===== config.mk =====
export PLATFORM = sky130hd
export DESIGN_NAME = hilo_md_sequencer
export DESIGN_NICKNAME = d
export VERILOG_FILES = /design/src/rtl/hilo_md_sequencer_pkg.sv /design/src/rtl/hilo_md_sequencer_div_step.sv /design/src/rtl/hilo_md_sequencer.sv
export SDC_FILE = /design/constraint.sdc
export NUM_CORES = 2
export LEC_CHECK = 0
export ABC_AREA = 1
export CAP_MARGIN = 20
export CORE_MARGIN = 4
export CORE_UTILIZATION = 40
export CTS_CLUSTER_DIAMETER = 40
export DETAILED_ROUTE_END_ITERATION = 8
export PLACE_DENSITY = 0.52
export SYNTH_ARGS = -nofsm -noshare
export SYNTH_HDL_FRONTEND = slang
export SYNTH_SLANG_ARGS = --single-unit

===== constraint.sdc =====
create_clock -name clk -period 9.1 [get_ports clk]
set_clock_uncertainty 0.05 [all_clocks]
set_input_delay 1.365 -clock clk [delete_from_list [all_inputs] [get_ports clk]]
set_output_delay 1.365 -clock clk [all_outputs]
set_load 0.01 [all_outputs]

===== src/rtl/hilo_md_sequencer_pkg.sv =====
// ============================================================================
// Module   : hilo_md_sequencer_pkg
// Brief    : Shared state encodings, widths and select-bit indices for the
//            HI/LO multiply/divide sequencer.
// Revision : 1.0
// ============================================================================
`default_nettype none

package hilo_md_sequencer_pkg;

    localparam int MD_DATA_W    = 32;
    localparam int MD_DIV_ITERS = 32;

    typedef enum logic [1:0] {
        MD_IDLE = 2'd0,
        MD_MUL  = 2'd1,
        MD_DIV  = 2'd2,
        MD_DONE = 2'd3
    } md_state_t;

    localparam int MD_MULT_BIT  = 0;
    localparam int MD_MULTU_BIT = 1;
    localparam int MD_DIV_BIT   = 0;
    localparam int MD_DIVU_BIT  = 1;
    localparam int MD_MFLO_BIT  = 0;
    localparam int MD_MFHI_BIT  = 1;
    localparam int MD_MTLO_BIT  = 0;
    localparam int MD_MTHI_BIT  = 1;

    // Two's-complement negate when en is set; used for abs and result fix-up.
    function automatic logic [MD_DATA_W-1:0] md_cond_neg(
        input logic [MD_DATA_W-1:0] v,
        input logic                 en
    );
        return en ? (~v + 1'b1) : v;
    endfunction

endpackage

`default_nettype wire


===== src/rtl/hilo_md_sequencer_div_step.sv =====
// ============================================================================
// Module   : div_restore_step
// Brief    : One combinational radix-2 restoring-divide iteration on
//            unsigned magnitudes; the caller owns all state.
// Revision : 1.0
// ============================================================================
`default_nettype none

module div_restore_step
    import hilo_md_sequencer_pkg::*;
#(
    parameter int W = MD_DATA_W
) (
    input  logic [W-1:0] rem_in,
    input  logic [W-1:0] quo_in,
    input  logic [W-1:0] divisor,
    output logic [W-1:0] rem_out,
    output logic [W-1:0] quo_out
);

    logic [W:0] w_rem_sh;
    logic [W:0] w_diff;

    // Remainder stays below the divisor, so W+1 bits hold the shifted trial.
    assign w_rem_sh = {rem_in, quo_in[W-1]};
    assign w_diff   = w_rem_sh - {1'b0, divisor};

    always_comb begin
        rem_out = w_rem_sh[W-1:0];
        quo_out = {quo_in[W-2:0], 1'b0};
        if (!w_diff[W]) begin
            rem_out = w_diff[W-1:0];
            quo_out = {quo_in[W-2:0], 1'b1};
        end
    end

endmodule

`default_nettype wire


===== src/rtl/hilo_md_sequencer.sv =====
// ============================================================================
// Module   : hilo_md_sequencer
// Brief    : HI/LO owner; fixed-latency multiply, iterative restoring divide,
//            pipeline stall. Option macro: HILO_MD_DIV0_FAST_EN.
// Revision : 1.0
// ============================================================================
`default_nettype none

module hilo_md_sequencer
    import hilo_md_sequencer_pkg::*;
#(
    parameter int MUL_LAT   = 2,
    parameter int DIV_ITERS = MD_DIV_ITERS
) (
    input  logic        clk,
    input  logic        rst,
    input  logic        op_valid,
    input  logic        flush,
    input  logic [1:0]  mult,
    input  logic [1:0]  div,
    input  logic [1:0]  mfhl,
    input  logic [1:0]  mthl,
    input  logic [31:0] src_a,
    input  logic [31:0] src_b,
    output logic        stall,
    output logic        busy,
    output logic [31:0] hl_rdata,
    output logic [31:0] hi,
    output logic [31:0] lo
);

    md_state_t   r_state;
    logic [5:0]  r_cnt;
    logic [31:0] r_a;
    logic [31:0] r_b;
    logic [31:0] r_rem;
    logic [31:0] r_quo;
    logic        r_sign;
    logic        r_neg_q;
    logic        r_neg_r;
    logic        r_is_div;
    logic [31:0] r_hi;
    logic [31:0] r_lo;

    logic        w_req_ok;
    logic        w_start;
    logic        w_div_signed;
    logic [31:0] w_abs_a;
    logic [31:0] w_abs_b;
    logic [31:0] w_rem_nxt;
    logic [31:0] w_quo_nxt;
    logic [63:0] w_a_ext;
    logic [63:0] w_b_ext;
    logic [63:0] w_prod;
    logic [31:0] w_quo_fin;
    logic [31:0] w_rem_fin;

    assign w_req_ok     = op_valid & ~flush;
    assign w_start      = w_req_ok & ((|mult) | (|div));
    assign w_div_signed = div[MD_DIV_BIT];
    assign w_abs_a      = md_cond_neg(src_a, w_div_signed & src_a[31]);
    assign w_abs_b      = md_cond_neg(src_b, w_div_signed & src_b[31]);

    div_restore_step #(
        .W (MD_DATA_W)
    ) u_div_step (
        .rem_in  (r_rem),
        .quo_in  (r_quo),
        .divisor (r_b),
        .rem_out (w_rem_nxt),
        .quo_out (w_quo_nxt)
    );

    // Sign-extend to 64 bits so one unsigned multiply covers both modes.
    assign w_a_ext   = {{32{r_sign & r_a[31]}}, r_a};
    assign w_b_ext   = {{32{r_sign & r_b[31]}}, r_b};
    assign w_prod    = w_a_ext * w_b_ext;
    assign w_quo_fin = md_cond_neg(r_quo, r_neg_q);
    assign w_rem_fin = md_cond_neg(r_rem, r_neg_r);

    always_comb begin
        stall = 1'b0;
        case (r_state)
            MD_IDLE: stall = w_start;
            MD_MUL:  stall = ~flush;
            MD_DIV:  stall = ~flush;
            default: stall = 1'b0;
        endcase
    end

    assign busy     = (r_state != MD_IDLE);
    assign hi       = r_hi;
    assign lo       = r_lo;
    assign hl_rdata = mfhl[MD_MFHI_BIT] ? r_hi :
                      mfhl[MD_MFLO_BIT] ? r_lo : 32'd0;

    always_ff @(posedge clk or posedge rst) begin
        if (rst) begin
            r_state  <= MD_IDLE;
            r_cnt    <= 6'd0;
            r_a      <= 32'd0;
            r_b      <= 32'd0;
            r_rem    <= 32'd0;
            r_quo    <= 32'd0;
            r_sign   <= 1'b0;
            r_neg_q  <= 1'b0;
            r_neg_r  <= 1'b0;
            r_is_div <= 1'b0;
            r_hi     <= 32'd0;
            r_lo     <= 32'd0;
        end else begin
            case (r_state)
                MD_IDLE: begin
                    r_cnt <= 6'd0;
                    if (w_start) begin
                        if (|div) begin
                            r_is_div <= 1'b1;
                            r_sign   <= w_div_signed;
                            // A zero divisor is positive, so only the dividend sign matters.
                            r_neg_q  <= w_div_signed & (src_a[31] ^ src_b[31]);
                            r_neg_r  <= w_div_signed & src_a[31];
                            r_b      <= w_abs_b;
`ifdef HILO_MD_DIV0_FAST_EN
                            if (src_b == 32'd0) begin
                                r_rem   <= w_abs_a;
                                r_quo   <= 32'hFFFF_FFFF;
                                r_state <= MD_DONE;
                            end else begin
                                r_rem   <= 32'd0;
                                r_quo   <= w_abs_a;
                                r_state <= MD_DIV;
                            end
`else
                            r_rem    <= 32'd0;
                            r_quo    <= w_abs_a;
                            r_state  <= MD_DIV;
`endif
                        end else begin
                            r_is_div <= 1'b0;
                            r_sign   <= mult[MD_MULT_BIT];
                            r_a      <= src_a;
                            r_b      <= src_b;
                            r_state  <= MD_MUL;
                        end
                    end else if (w_req_ok) begin
                        if (mthl[MD_MTHI_BIT]) r_hi <= src_a;
                        if (mthl[MD_MTLO_BIT]) r_lo <= src_a;
                    end
                end
                MD_MUL: begin
                    if (flush) begin
                        r_cnt   <= 6'd0;
                        r_state <= MD_IDLE;
                    end else if (r_cnt == 6'(MUL_LAT - 1)) begin
                        r_cnt   <= 6'd0;
                        r_state <= MD_DONE;
                    end else begin
                        r_cnt <= r_cnt + 6'd1;
                    end
                end
                MD_DIV: begin
                    if (flush) begin
                        r_cnt   <= 6'd0;
                        r_state <= MD_IDLE;
                    end else begin
                        r_rem <= w_rem_nxt;
                        r_quo <= w_quo_nxt;
                        if (r_cnt == 6'(DIV_ITERS - 1)) begin
                            r_cnt   <= 6'd0;
                            r_state <= MD_DONE;
                        end else begin
                            r_cnt <= r_cnt + 6'd1;
                        end
                    end
                end
                default: begin
                    r_cnt   <= 6'd0;
                    r_state <= MD_IDLE;
                    if (!flush) begin
                        if (r_is_div) begin
                            r_hi <= w_rem_fin;
                            r_lo <= w_quo_fin;
                        end else begin
                            r_hi <= w_prod[63:32];
                            r_lo <= w_prod[31:0];
                        end
                    end
                end
            endcase
        end
    end

endmodule

`default_nettype wire


==> impl_metrics.json <==
{
  "nets": 8928,
  "mostFrequentLayoutCells": "nand2_1 (1974), inv_1 (1894), fa_1 (1126), nor2_1 (408), o21ai_0 (316)",
  "initial_utilization_pct": 40.26,
  "drt-total-wl_microns": 197300,
  "clock_sinks": 204,
  "grt_use_total_pct": 27.78,
  "clock_latency_ps": 650,
  "dr.pass1.iters": 7,
  "rsz0062_at_grt": "no",
  "clockBufferDepth": 3,
  "die_y_microns": 379.8,
  "cts_setup_buffers": 0,
  "grt_max_degree": 113,
  "slew_viol_final": 0,
  "cts.repair.resized": 0,
  "maxSlewHeadroom_pct": 26.40,
  "area_delta_synth_final_pct": 10.84,
  "cts_buffers": 50,
  "status": "finished, final reports clean",
  "vias": 47600,
  "max_freq_ghz": 0.1163,
  "synth-seq-cells": 204,
  "portBuffers": 173,
  "async_flop_share_pct": 100.0,
  "hold_violations": 0,
  "worstPathRequired_ps": 9620,
  "first_iter_violations": 4064,
  "end_kind": "flop",
  "multi_input_area_sq_um": 41630,
  "viasPerCell": 5.113,
  "grt_first_pass_wirelength_microns": 309700,
  "fillers": 14130,
  "drc": 0,
  "ctsHtreeMaxLevel": 2,
  "first_global_vias": 50350,
  "synthFlopType": "dfrtp_1",
  "yosys_warnings": 0,
  "crit_type": "reg -> reg",
  "synth_fp_nets": 8897,
  "grt_overflow_total": 0,
  "gp_congestion": 0.9766,
  "synth_edf_count": 0,
  "syn_inst": 7441,
  "core_sq_um": 137300,
  "final_common_cell": "nand2_1",
  "cap_violations": 0,
  "clk_pin_slew_ps": 60,
  "drive_gt1_share_pct": 4.459,
  "cts_root_buffer": "clkbuf_16",
  "cp.arrival_ps": 9110,
  "die_w_microns": 379.8,
  "postRouteAntennaNets": 0,
  "floorplan.rows": 136,
  "syn_avg_cell_area_sq_um": 7.430,
  "tns_ps": 0,
  "timing.final.crit_share_pct": 94.46,
  "setup_viol": 0,
  "seq_area_sq_um": 5120,
  "hp-class": "reg -> reg",
  "startpoint_type": "flop",
  "cts_tree": "yes",
  "die_area_sq_um": 144200,
  "hold_slack_ps": 443.4,
  "antenna_found_initial": 5,
  "period_minus_slack_ps": 8596,
  "io_pins": 174,
  "netlist_area_sq_um": 55290,
  "avgRoutedWirePerCell_microns": 21.20,
  "worst_pin_slew_ps": 1104,
  "worst-path-max-fanout": 17,
  "hpwl_microns": 167000,
  "ys_seq_area_share_pct": 9.233,
  "cts.hold.buffers_added": 0,
  "ys_types": 53
}
final cells by class:
type	count	share of cell area, %
clock buffer	57	2.199
inverter	1904	11.67
multi-input combinational	4970	67.94
tap	1794	3.663
timing repair buffer	342	5.206
antenna	2	0.008167
sequential	204	8.354
clock inverter	36	0.9596
layer usage:
| layer | part of all wire, % | global-route usage, % |
|---|---|---|
| met1 | 45 | 39.61 |
| met2 | 47 | 45.92 |
| met3 | 5.8 | 2.564 |
| met4 | 2.6 | 6.501 |
| met5 | 0 | 0 |
synth_stat cells, types with 10 or more instances:
master / instances / area (sq um)
o21ai_0: 317 / 1587
xor2_1: 47 / 411.6
buf_2: 18 / 90.09
a21oi_1: 250 / 1251
o21bai_1: 26 / 195.2
buf_1: 10 / 37.54
nand2_1: 1975 / 7413
nor2_1: 410 / 1539
inv_1: 1896 / 7117
clkbuf_1: 329 / 1235
fa_1: 1126 / 22540
dfrtp_1: 204 / 5105
xnor2_1: 27 / 236.5
o21ai_1: 12 / 60.06
nand3b_1: 11 / 82.58
o31ai_1: 10 / 75.07
ha_1: 254 / 3178
o211ai_1: 46 / 345.3
nand4_1: 32 / 200.2
a21boi_1: 27 / 202.7
or2_2: 14 / 87.58
nand3_1: 266 / 1331
nor3_1: 35 / 175.2
final timing paths:
check                         from  endpoint  slack [ps]  cells after the start
setup / recovery            r_a[3]    hi[13]         500                     27
max in group asynchronous      rst   r_b[18]        6430                      3
hold reg to reg            r_a[24]   r_a[24]         440                      2
setup reg to reg            r_a[3]    hi[13]         500                     27
hold / removal             r_a[24]   r_a[24]         440                      2
min in group asynchronous      rst  r_cnt[2]        1170                      2
metrics by stage:
| stage | area [sq um] | std cells | worst slack [ps] | util (%) |
|---|---|---|---|---|
| floorplan | 55290 | 7441 | 1474 | - |
| global placement | 59280 | 9212 | 15.05 | 43.17 |
| detailed placement | 59310 | 9213 | 83.29 | 43.19 |
| CTS | 61240 | 9306 | 36.98 | 44.60 |
| global route | 61280 | 9307 | 110.2 | 44.62 |
| finish | 61280 | 9309 | 504.3 | 44.63 |
flip-flops by register name (all words and copies together) (netlist names):
signal,cells
r_cnt,6
r_state,2
r_a,32
r_neg_r,1
r_quo,32
r_b,32
lo,32
r_neg_q,1
hi,32
r_is_div,1
r_rem,32
r_sign,1
worst max-delay path, cell delays in order, from the launching register on:
cell and delay, ps:
dfrtp_1 1040, nand2_1 160, fa_1 530, inv_1 60, fa_1 410, fa_1 480, inv_1 50, fa_1 550
inv_1 60, fa_1 550, inv_1 70, fa_1 480, inv_1 50, fa_1 470, inv_1 50, fa_1 530
inv_1 60, ha_1 450, nand2_1 160, nor2_1 290, nand2_1 190, nor3_1 490, nand3_1 160, nand3b_1 170
nor2_1 90, o21ai_1 430, nand2_1 220, a21boi_1 190
kinds of logic (layout without fill, tap and decap cells):
logic type	after synthesis	after routing	synth area share (%)
xor gates and xnor gates	74	74	1.172
DFF	204	204	9.233
AOI/OAI and AO/OA	736	736	7.432
and+or+nand+nor	2771	2771	19.97
buffers and inverters	2267	2339	15.49
other	0	2	0
muxes	9	9	0.1833
adders and majority gates	1380	1380	46.52
Power is not shown: default switching activity piles up to over one toggle a cycle in this logic, so the estimate is an artifact.
